`src/rtl/concentrator_scan_arbiter_if.sv`:
```
// rtl/concentrator_scan_arbiter_if.sv - sensor, control and Avalon-ST byte-stream signals of the scan arbiter
interface concentrator_scan_arbiter_if #(
   parameter int SENSORS_NUMBER = 4,
   parameter int PACKET_VALUE   = 3
);
   logic                                  st;
   logic [SENSORS_NUMBER-1:0]             sens_req;
   logic [SENSORS_NUMBER*PACKET_VALUE*8-1:0] sens_data;
   logic [SENSORS_NUMBER-1:0]             sens_ack;
   logic                                  sink_ready;
   logic [7:0]                            avalon_st_data;
   logic                                  avalon_st_valid;
   logic                                  avalon_st_startofpacket;
   logic                                  avalon_st_endofpacket;
   logic                                  busy;
   logic                                  overrun;

   modport master (
      input  st, sens_req, sens_data, sink_ready,
      output sens_ack, avalon_st_data, avalon_st_valid, avalon_st_startofpacket,
             avalon_st_endofpacket, busy, overrun
   );

   modport slave (
      output st, sens_req, sens_data, sink_ready,
      input  sens_ack, avalon_st_data, avalon_st_valid, avalon_st_startofpacket,
             avalon_st_endofpacket, busy, overrun
   );
endinterface

```
`src/rtl/concentrator_scan_arbiter.sv`:
```
// rtl/concentrator_scan_arbiter.sv - round-robin scan arbiter framing each ready sensor into an Avalon-ST packet
// SCAN_TRAILER_EN adds a two-byte trailer packet (EE, packet count) at the end of every scan.
module concentrator_scan_arbiter #(
   parameter int SENSORS_NUMBER     = 4,
   parameter int LOG_SENSORS_NUMBER = 3,
   parameter int PACKET_VALUE       = 3
) (
   input logic clk,
   input logic rst,
   concentrator_scan_arbiter_if.master bus
);
   localparam int FW = PACKET_VALUE * 8;
   localparam int PW = LOG_SENSORS_NUMBER + 1;
   localparam logic [PW-1:0] N_P = PW'(SENSORS_NUMBER);

`ifdef SCAN_TRAILER_EN
   typedef enum logic [2:0] {IDLE, ARB, LOAD, SEND, TRAIL} state_t;
   logic [7:0] pkts_q, pkts_d;
`else
   typedef enum logic [2:0] {IDLE, ARB, LOAD, SEND} state_t;
`endif

   state_t                        state_q, state_d;
   logic [SENSORS_NUMBER-1:0]     pending_q, pending_d;
   logic [LOG_SENSORS_NUMBER-1:0] rr_q, rr_d;
   logic [LOG_SENSORS_NUMBER-1:0] grant_q, grant_d;
   logic [3:0]                    cnt_q, cnt_d;
   logic [FW-1:0]                 sreg_q, sreg_d;
   logic [7:0]                    data_q, data_d;
   logic                          valid_q, valid_d;
   logic                          sop_q, sop_d;
   logic                          eop_q, eop_d;
   logic                          busy_q, busy_d;
   logic                          overrun_q, overrun_d;
   logic [SENSORS_NUMBER-1:0]     ack_q, ack_d;

   logic [SENSORS_NUMBER-1:0]     rot;
   logic [PW-1:0]                 off, sum, nxt;
   logic                          found;
   logic [LOG_SENSORS_NUMBER-1:0] sel;

   // Rotate pending so bit 0 is rr_ptr; the first set bit is the offset to the grant.
   always_comb begin
      rot   = SENSORS_NUMBER'({pending_q, pending_q} >> rr_q);
      found = 1'b0;
      off   = '0;
      for (int k = 0; k < SENSORS_NUMBER; k++) begin
         if (!found && rot[k]) begin
            found = 1'b1;
            off   = PW'(k);
         end
      end
      sum = {1'b0, rr_q} + off;
      if (sum >= N_P) sum = sum - N_P;
      sel = sum[LOG_SENSORS_NUMBER-1:0];
   end

   always_comb begin
      state_d   = state_q;
      pending_d = pending_q;
      rr_d      = rr_q;
      grant_d   = grant_q;
      cnt_d     = cnt_q;
      sreg_d    = sreg_q;
      data_d    = data_q;
      valid_d   = valid_q;
      sop_d     = sop_q;
      eop_d     = eop_q;
      ack_d     = '0;
      overrun_d = bus.st && (state_q != IDLE);
      nxt       = {1'b0, grant_q} + PW'(1);
      if (nxt >= N_P) nxt = '0;
`ifdef SCAN_TRAILER_EN
      pkts_d    = pkts_q;
`endif
      case (state_q)
         IDLE: begin
            if (bus.st) begin
               pending_d = bus.sens_req;
`ifdef SCAN_TRAILER_EN
               pkts_d = '0;
               if (bus.sens_req != '0) begin
                  state_d = ARB;
               end else begin
                  state_d = TRAIL;
                  valid_d = 1'b1;
                  data_d  = 8'hEE;
                  sop_d   = 1'b1;
                  eop_d   = 1'b0;
               end
`else
               if (bus.sens_req != '0) state_d = ARB;
`endif
            end
         end
         ARB: begin
            grant_d = sel;
            ack_d   = SENSORS_NUMBER'(1) << sel;
            state_d = LOAD;
         end
         LOAD: begin
            sreg_d    = FW'(bus.sens_data >> (int'(grant_q) * FW));
            pending_d = pending_q & ~ack_q;
            rr_d      = nxt[LOG_SENSORS_NUMBER-1:0];
            data_d    = {4'hA, 4'(grant_q)};
            valid_d   = 1'b1;
            sop_d     = 1'b1;
            eop_d     = 1'b0;
            cnt_d     = '0;
`ifdef SCAN_TRAILER_EN
            pkts_d    = pkts_q + 8'd1;
`endif
            state_d   = SEND;
         end
         SEND: begin
            if (valid_q && bus.sink_ready) begin
               if (eop_q) begin
                  valid_d = 1'b0;
                  sop_d   = 1'b0;
                  eop_d   = 1'b0;
                  if (pending_q != '0) begin
                     state_d = ARB;
                  end else begin
`ifdef SCAN_TRAILER_EN
                     state_d = TRAIL;
                     valid_d = 1'b1;
                     data_d  = 8'hEE;
                     sop_d   = 1'b1;
`else
                     state_d = IDLE;
`endif
                  end
               end else begin
                  data_d = sreg_q[FW-1 -: 8];
                  sreg_d = sreg_q << 8;
                  cnt_d  = cnt_q + 4'd1;
                  sop_d  = 1'b0;
                  eop_d  = (cnt_q + 4'd1) == 4'(PACKET_VALUE);
               end
            end
         end
`ifdef SCAN_TRAILER_EN
         TRAIL: begin
            if (valid_q && bus.sink_ready) begin
               if (eop_q) begin
                  valid_d = 1'b0;
                  eop_d   = 1'b0;
                  state_d = IDLE;
               end else begin
                  data_d = pkts_q;
                  sop_d  = 1'b0;
                  eop_d  = 1'b1;
               end
            end
         end
`endif
         default: state_d = IDLE;
      endcase
      busy_d = (state_d != IDLE);
   end

   always_ff @(posedge clk or posedge rst) begin
      if (rst) begin
         state_q   <= IDLE;
         pending_q <= '0;
         rr_q      <= '0;
         grant_q   <= '0;
         cnt_q     <= '0;
         sreg_q    <= '0;
         data_q    <= '0;
         valid_q   <= 1'b0;
         sop_q     <= 1'b0;
         eop_q     <= 1'b0;
         busy_q    <= 1'b0;
         overrun_q <= 1'b0;
         ack_q     <= '0;
`ifdef SCAN_TRAILER_EN
         pkts_q    <= '0;
`endif
      end else begin
         state_q   <= state_d;
         pending_q <= pending_d;
         rr_q      <= rr_d;
         grant_q   <= grant_d;
         cnt_q     <= cnt_d;
         sreg_q    <= sreg_d;
         data_q    <= data_d;
         valid_q   <= valid_d;
         sop_q     <= sop_d;
         eop_q     <= eop_d;
         busy_q    <= busy_d;
         overrun_q <= overrun_d;
         ack_q     <= ack_d;
`ifdef SCAN_TRAILER_EN
         pkts_q    <= pkts_d;
`endif
      end
   end

   assign bus.sens_ack                = ack_q;
   assign bus.avalon_st_data          = data_q;
   assign bus.avalon_st_valid         = valid_q;
   assign bus.avalon_st_startofpacket = sop_q;
   assign bus.avalon_st_endofpacket   = eop_q;
   assign bus.busy                    = busy_q;
   assign bus.overrun                 = overrun_q;
endmodule

```
`src/flat_wrapper.sv`:
```
// flat-port wrapper written by rule: the top's interface ports become plain ports
module concentrator_scan_arbiter_flat 
#(
   parameter int SENSORS_NUMBER     = 4,
   parameter int LOG_SENSORS_NUMBER = 3,
   parameter int PACKET_VALUE       = 3
)
  (clk, rst, bus_st, bus_sens_req, bus_sens_data, bus_sink_ready, bus_sens_ack, bus_avalon_st_data, bus_avalon_st_valid, bus_avalon_st_startofpacket, bus_avalon_st_endofpacket, bus_busy, bus_overrun);
  concentrator_scan_arbiter_if #(.SENSORS_NUMBER(SENSORS_NUMBER), .PACKET_VALUE(PACKET_VALUE)) bus_i ();
  input logic clk;
  input logic rst;
  input wire logic [$bits(bus_i.st)-1:0] bus_st;
  input wire logic [$bits(bus_i.sens_req)-1:0] bus_sens_req;
  input wire logic [$bits(bus_i.sens_data)-1:0] bus_sens_data;
  input wire logic [$bits(bus_i.sink_ready)-1:0] bus_sink_ready;
  output wire logic [$bits(bus_i.sens_ack)-1:0] bus_sens_ack;
  output wire logic [$bits(bus_i.avalon_st_data)-1:0] bus_avalon_st_data;
  output wire logic [$bits(bus_i.avalon_st_valid)-1:0] bus_avalon_st_valid;
  output wire logic [$bits(bus_i.avalon_st_startofpacket)-1:0] bus_avalon_st_startofpacket;
  output wire logic [$bits(bus_i.avalon_st_endofpacket)-1:0] bus_avalon_st_endofpacket;
  output wire logic [$bits(bus_i.busy)-1:0] bus_busy;
  output wire logic [$bits(bus_i.overrun)-1:0] bus_overrun;
  assign bus_i.st = bus_st;
  assign bus_i.sens_req = bus_sens_req;
  assign bus_i.sens_data = bus_sens_data;
  assign bus_i.sink_ready = bus_sink_ready;
  assign bus_sens_ack = bus_i.sens_ack;
  assign bus_avalon_st_data = bus_i.avalon_st_data;
  assign bus_avalon_st_valid = bus_i.avalon_st_valid;
  assign bus_avalon_st_startofpacket = bus_i.avalon_st_startofpacket;
  assign bus_avalon_st_endofpacket = bus_i.avalon_st_endofpacket;
  assign bus_busy = bus_i.busy;
  assign bus_overrun = bus_i.overrun;
  concentrator_scan_arbiter #(.SENSORS_NUMBER(SENSORS_NUMBER), .LOG_SENSORS_NUMBER(LOG_SENSORS_NUMBER), .PACKET_VALUE(PACKET_VALUE)) u_core (.clk(clk), .rst(rst), .bus(bus_i));
endmodule
```
`config.mk`:
```
export PLATFORM = sky130hd
export DESIGN_NAME = concentrator_scan_arbiter_flat
export DESIGN_NICKNAME = d
export VERILOG_FILES = /design/src/rtl/concentrator_scan_arbiter_if.sv /design/src/rtl/concentrator_scan_arbiter.sv /design/src/flat_wrapper.sv
export SDC_FILE = /design/constraint.sdc
export NUM_CORES = 1
export LEC_CHECK = 0
export ABC_AREA = 1
export BUFFER_PORTS_ARGS = -buffer_cell sky130_fd_sc_hd__buf_2
export CAP_MARGIN = 5
export CORE_UTILIZATION = 46
export DETAILED_ROUTE_END_ITERATION = 7
export MAX_ROUTING_LAYER = met4
export PLACE_DENSITY = 0.77
export SLEW_MARGIN = 20
export SYNTH_ARGS = -nofsm -noshare
export SYNTH_HDL_FRONTEND = slang
export SYNTH_SLANG_ARGS = --single-unit
```
`constraint.sdc`:
```
create_clock -name clk -period 1.7 [get_ports clk]
set_input_delay 0.17 -clock clk [delete_from_list [all_inputs] [get_ports clk]]
set_output_delay 0.17 -clock clk [all_outputs]
set_load 0.02 [all_outputs]
```
# --- Yosys cells after proc, flatten, opt, wreduce, memory -nomap -nowiden ---
# Index checks and enable logic that the tools add are counted.
word_totals:
  ff_bits: 58
  in_bits: 104
  wordCells: 86
op_classes:
  addsub: 4
  multipliers: 1
  n_lt_le_gt_ge: 2
  eq_ne: 8
  n_shift: 3
  muxes: 34
  bitwise: 2
  reduce_logical: 19
op_table:
  columns: ["op", "n"]
  rows:
  - ["$shr 96x32->24", 1]
  - ["$mux 24", 2]
  - ["$pmux 24 s2", 1]
  - ["$mux 4", 6]
  - ["$mux 3", 6]
  - ["$mux 8", 2]
  - ["$pmux 4 s2", 2]
  - ["$pmux 8 s2", 1]
  - ["$pmux 3 s4", 1]
  - ["$mux 1", 10]
  - ["$ge 4x3->1 const B", 2]
  - ["$reduce_bool 4->1", 2]
  - ["$shr 8x3->4", 1]
  - ["$eq 3x2->1 const B", 2]
  - ["$pmux 1 s2", 3]
  - ["$reduce_and 3->1", 2]
  - ["$reduce_bool 3->1", 2]
  - ["$logic_and 1x1->1", 5]
  - ["$mul 3x2->5 const B", 1]
  - ["$add 3x1->4 const B", 1]
  - ["$add 3x4->4", 1]
  - ["$add 4x1->4 const B", 1]
  - ["$and 4x4->4", 1]
  - ["$eq 4x2->1 const B", 1]
  - ["10 further kinds", 16]

# --- Longest topological paths before layout ---
logic_depth:
  word_depth: 16
  mapped_depth: 15
  ltp_nobuf: 15

# --- Least setup slack after synthesis ---
# Ideal clock, no wire load.
synth_path:
  path_kind: "register to register"
  from: "register u_core.rr_q[1]"
  to: "register u_core.ack_q[3], in the netlist u_core.bus.sens_ack[3]"
  setup_ns: 0.088
  t_arrival_ns: 1.832
  path_slack_ns: -0.220
  stages_incl_launch_ff: 11
  n_path_buf: 0
  period_less_slack_ns: 1.920
  cell_sequence: "dfrtp_1 > inv_1 > nor2_1 > nand2_1 > nand2_1 > inv_1 > nand2_1 > a21oi_1 > ha_1 > fa_1 > nor3b_1"
synth_via:
  elab_chain_len: 16
  word_cells_on_any_way: 19
  cone_classes: "2 x add/sub; 1 x order compare; 2 x shift; 8 x mux; 6 x reduce/logical"
synth_lines:
  columns: ["item", "line", "text"]
  rows:
  - ["from (decl)", "concentrator_scan_arbiter.sv:25", "logic [LOG_SENSORS_NUMBER-1:0] rr_q, rr_d;"]
  - ["from (signal assigned)", "concentrator_scan_arbiter.sv:183", "rr_q <= rr_d;"]
  - ["$shr 8x3->4", "concentrator_scan_arbiter.sv:44", "rot = SENSORS_NUMBER'({pending_q, pending_q} >> rr_q);"]
  - ["$mux 1", "concentrator_scan_arbiter.sv:48", "if (!found && rot[k]) begin"]
  - ["$logic_not 1->1", "concentrator_scan_arbiter.sv:48", null]
  - ["$logic_and 1x1->1", "concentrator_scan_arbiter.sv:48", null]
  - ["$mux 1", "concentrator_scan_arbiter.sv:48", null]
  - ["$logic_not 1->1", "concentrator_scan_arbiter.sv:48", null]
  - ["$logic_and 1x1->1", "concentrator_scan_arbiter.sv:48", null]
  - ["$mux 1", "concentrator_scan_arbiter.sv:48", null]
  - ["[... 2 more ...]", null, null]
  - ["$mux 4", "concentrator_scan_arbiter.sv:48", null]
  - ["$add 3x4->4 (*)", "concentrator_scan_arbiter.sv:53", "sum = {1'b0, rr_q} + off;"]
  - ["$ge 4x3->1 or $sub 3x3->3 (tied branches)", "concentrator_scan_arbiter.sv:54", "if (sum >= N_P) sum = sum - N_P;"]
  - ["$mux 3 (*)", "concentrator_scan_arbiter.sv:54", null]
  - ["net u_core.sum[1]", "concentrator_scan_arbiter.sv:38", "logic [PW-1:0] off, sum, nxt;"]
  - ["$shl 1x3->4 (*)", "concentrator_scan_arbiter.sv:98", "ack_d = SENSORS_NUMBER'(1) << sel;"]
  - ["$mux 4 (*)", "concentrator_scan_arbiter.sv:76", "case (state_q)"]
  - ["net u_core.ack_d[3]", "concentrator_scan_arbiter.sv:35", "logic [SENSORS_NUMBER-1:0] ack_q, ack_d;"]
  - ["to (signal assigned)", "concentrator_scan_arbiter.sv:193", "ack_q <= ack_d;"]
  - ["to (decl)", "concentrator_scan_arbiter.sv:35", null]
# The timed path passes the listed nets; every way through them passes the cells marked *.
# A chain may end at the register's enable or synchronous reset.

# --- Final worst setup path ---
layout_path:
  from: "register u_core.rr_q[0]"
  to: "register u_core.ack_q[2], in the netlist u_core.bus.sens_ack[2]"
# The elaborated chain is that of the path after synthesis.

==> summary.md <==
| Metric | Value |
|---|---|
| Max-Cap Viols | `0` |
| # IOs | `about 120` |
| Crit-path cells | `buf_6 -> nand2_2 -> nand2_1 -> nand2_1 -> nand2_2 -> nand2_2 -> a21oi_2 -> ha_2 -> fa_1 -> nand2_1 -> nor2_1` |
| Worst min-delay path category | `input port to flop` |
| Global-route usage over all layers | `0.249` |
| Core box area | `7290 sq um` |
| Area grow syn2layout | `30.3%` |
| Root buf cell | `clkbuf_8` |
| Pin count of the biggest net entering global routing | `31` |
| Worst Skew | `between 6 and 7 ps` |
| Nets | `711` |
| CP Class | `flop to flop` |
| Overall die area | `7900 sq um` |
| Total gr overflow | `0` |
| ANT nets after route | `0` |
| Final min period | `between 2000 and 2500 ps` |
| Critical path arrival | `around 2300 ps` |
| Data required, critical path | `1960 ps` |
| First-pass GRT wire length | `approximately 15000 um` |
| Syn_area_per_cell | `approximately 7.4 sq um` |
| Die height | `just under 90 um` |
| Diode count | `0` |
| Routed Wire Length | `around 9200 um` |
| Post-Syn Area | `between 3000 and 4000 sq um` |
| CTS tree | `built` |
| Seq cells post-synth | `58` |
| Most common cell after layout, fill and taps aside | `nand2_1` |
| CP max stage delay | `around 590 ps` |
| Max Fclk | `roughly 0.49 GHz` |
| Vias | `3649` |
| Share of layout cells above drive strength 1 | `0.347` |
| Crit path max fanout | `5` |
| Place WS | `-334 ps` |
| Clk buf depth | `2` |
| Primary FF master, synth | `dfrtp_1` |
| Pwr Density | `roughly 1500 nW/um^2` |
| Ys Warns | `0` |
| DR pass1 iterations | `6` |
| HPWL after DPL | `6870 um` |
| RSZ-0062 raised after global routing | `yes` |
| Die width | `approximately 90 um` |
| Skew-Pair Late Insertion Delay | `330 ps` |
| Clock sink count | `between 50 and 60` |
| DR WL met2 | `between 4000 and 5000 um` |
| Syn nets | `just under 600` |
| CP endpoint kind | `flop` |
| H-tree depth | `3` |
| IO buf count | `between 100 and 150` |
| Critical Path Source Type | `flop` |
| # setup viols final | `6` |
| Row count | `31` |
| Num CTS Buffers | `9` |
| Hold_ws | `70.3 ps` |
| WL/cell | `about 13 um` |
| RePlAce Congestion | `0.875` |
| Leak | `~0.0024 uW` |
| Setup ws final | `-333 ps` |
| DR vias/cell | `5.18` |
| Initial antenna violation count | `0` |
| Failing checks | `setup timing` |
| Initial core utilization | `0.476` |
| Synth async-reset ratio | `1.00` |
| Met3 wire len | `approximately 480 um` |
| Final period util | `1.20` |
| Post-synthesis sequential area ratio | `0.418` |
| Max IR drop VDD | `approximately 0.00073 V` |
| Synth Instances | `470` |
| Vias in the first global route | `3254` |
| CTS clock-pin slew for the worst setup and hold paths | `roughly 60 ps` |
| Post-synth EDFFs | `0` |
| Drt drc | `0` |
| Final core occ | `0.621` |
| Setup tns final | `-1790 ps` |
| Yosys cell types | `33` |
| Uppermost layer routed | `met4` |
| Status | `finished, violations left` |
| Initial DRC count | `between 200 and 250` |
| Metal1 wirelength | `about 4100 um` |
| Final hold vios | `0` |
| Commonest non-fill, non-tap cells in the layout | `nand2_1 (144), buf_2 (120), nand3_1 (64)` |
| Final count of pins violating max slew | `0` |
| CP max stage cell | `fa_1` |
-- final timing paths --
path                       slack (ps)                                  to  cells past startpoint                               start
max                              -330              u_core.bus.sens_ack[2]                     11                      u_core.rr_q[0]
min reg2reg                       480  u_core.bus.avalon_st_startofpacket                      2  u_core.bus.avalon_st_startofpacket
max reg2reg                      -330              u_core.bus.sens_ack[2]                     11                      u_core.rr_q[0]
min in group asynchronous         400                   u_core.grant_q[1]                      3                                 rst
max in group asynchronous         770                    u_core.sreg_q[1]                      4                                 rst
min                                70                  u_core.bus.overrun                      3                              bus_st
-- worst max-delay path, delay by kind of cell (launching register included) --
| family | cells | cell delay, ps |
|---|---|---|
| AO/OA/AOI/OAI | 1 | 50 |
| adder cells (fa/ha/maj) | 2 | 790 |
| buffers and inverters | 1 | 150 |
| flip-flops | 1 | 460 |
| AND/OR/NAND/NOR | 7 | 540 |
-- what timing repair did --
action / 4_1_cts / 5_1_grt
pin swaps: 3 / 7
setup endpoints to repair: 7 / 7
buffers inserted: 3 / 1
hold endpoints to repair: 18 / 0
resized for setup: 10 / 18
hold buffers: 1 / 0
-- per-stage QoR --
stage	std cells	instance area (sq um)	total power, uW
6_report	705	4530	6850
3_5_place_dp	684	4230	5360
2_1_floorplan	470	3490	4440
4_1_cts	704	4480	6700
5_1_grt	705	4530	7400
3_3_place_gp	684	4230	5210
-- kinds of logic after synthesis --
logic type	after synthesis	share of synthesized area
AO/OA/AOI/OAI	70	0.133
XOR/XNOR	2	0.00504
adder cells (fa/ha/maj)	6	0.0238
buffers and inverters	62	0.0818
flip-flops	58	0.418
other	1	0.00108
AND/OR/NAND/NOR	271	0.337
-- cells in the mapped netlist, types with 2 or more instances --
cell / instances / area share
nor2_4: 2 / 0.0065
a22o_1: 4 / 0.010
clkbuf_1: 6 / 0.0065
nand2_1: 156 / 0.17
nor2_1: 31 / 0.034
dfrtp_1: 58 / 0.42
o22a_1: 2 / 0.0050
buf_2: 12 / 0.017
inv_1: 36 / 0.039
nor3_1: 3 / 0.0043
ha_1: 5 / 0.018
nand3_1: 66 / 0.095
buf_4: 3 / 0.0065
o211ai_2: 8 / 0.029
nand4_1: 4 / 0.0072
xor2_1: 2 / 0.0050
buf_6: 3 / 0.0097
a21oi_1: 6 / 0.0086
nand2_2: 4 / 0.0072
o22ai_1: 8 / 0.014
o21ai_0: 35 / 0.050
o211ai_1: 4 / 0.0086
o21ai_2: 2 / 0.0050
-- area by class of cell --
class | count | area, sq um
fillers | 663 | 2770
repair buffers | 144 | 800
multi-input cells | 350 | 1820
clock inverters | 6 | 57.6
flip-flops and latches | 58 | 1450
well taps | 99 | 124
inverters | 38 | 148
clock buffers | 10 | 128
-- state kept, by name (all words and copies together), names as in the netlist --
register and count:
u_core.bus.avalon_st_startofpacket 1, u_core.grant_q 3, u_core.cnt_q 4, u_core.bus.overrun 1, u_core.sreg_q 24, u_core.state_q 3, u_core.bus.busy 1, u_core.bus.avalon_st_endofpacket 1
u_core.bus.avalon_st_valid 1, u_core.bus.sens_ack 4, u_core.bus.avalon_st_data 8, u_core.pending_q 4, u_core.rr_q 3
-- power breakdown --
| part | total, uW | switching [uW] | internal (uW) |
|---|---|---|---|
| clock | 1190 | 529 | 666 |
| combinational | 3410 | 2060 | 1340 |
| sequential | 2250 | 372 | 1880 |
-- layer usage --
layer	vias to the layer above	GRT usage
met2	141	0.387
li1	1797	-
met3	19	0.0351
met4	0	0.0953
met1	1692	0.332
met5	-	-
No activity file was read; power rests on OpenSTA's default activity.
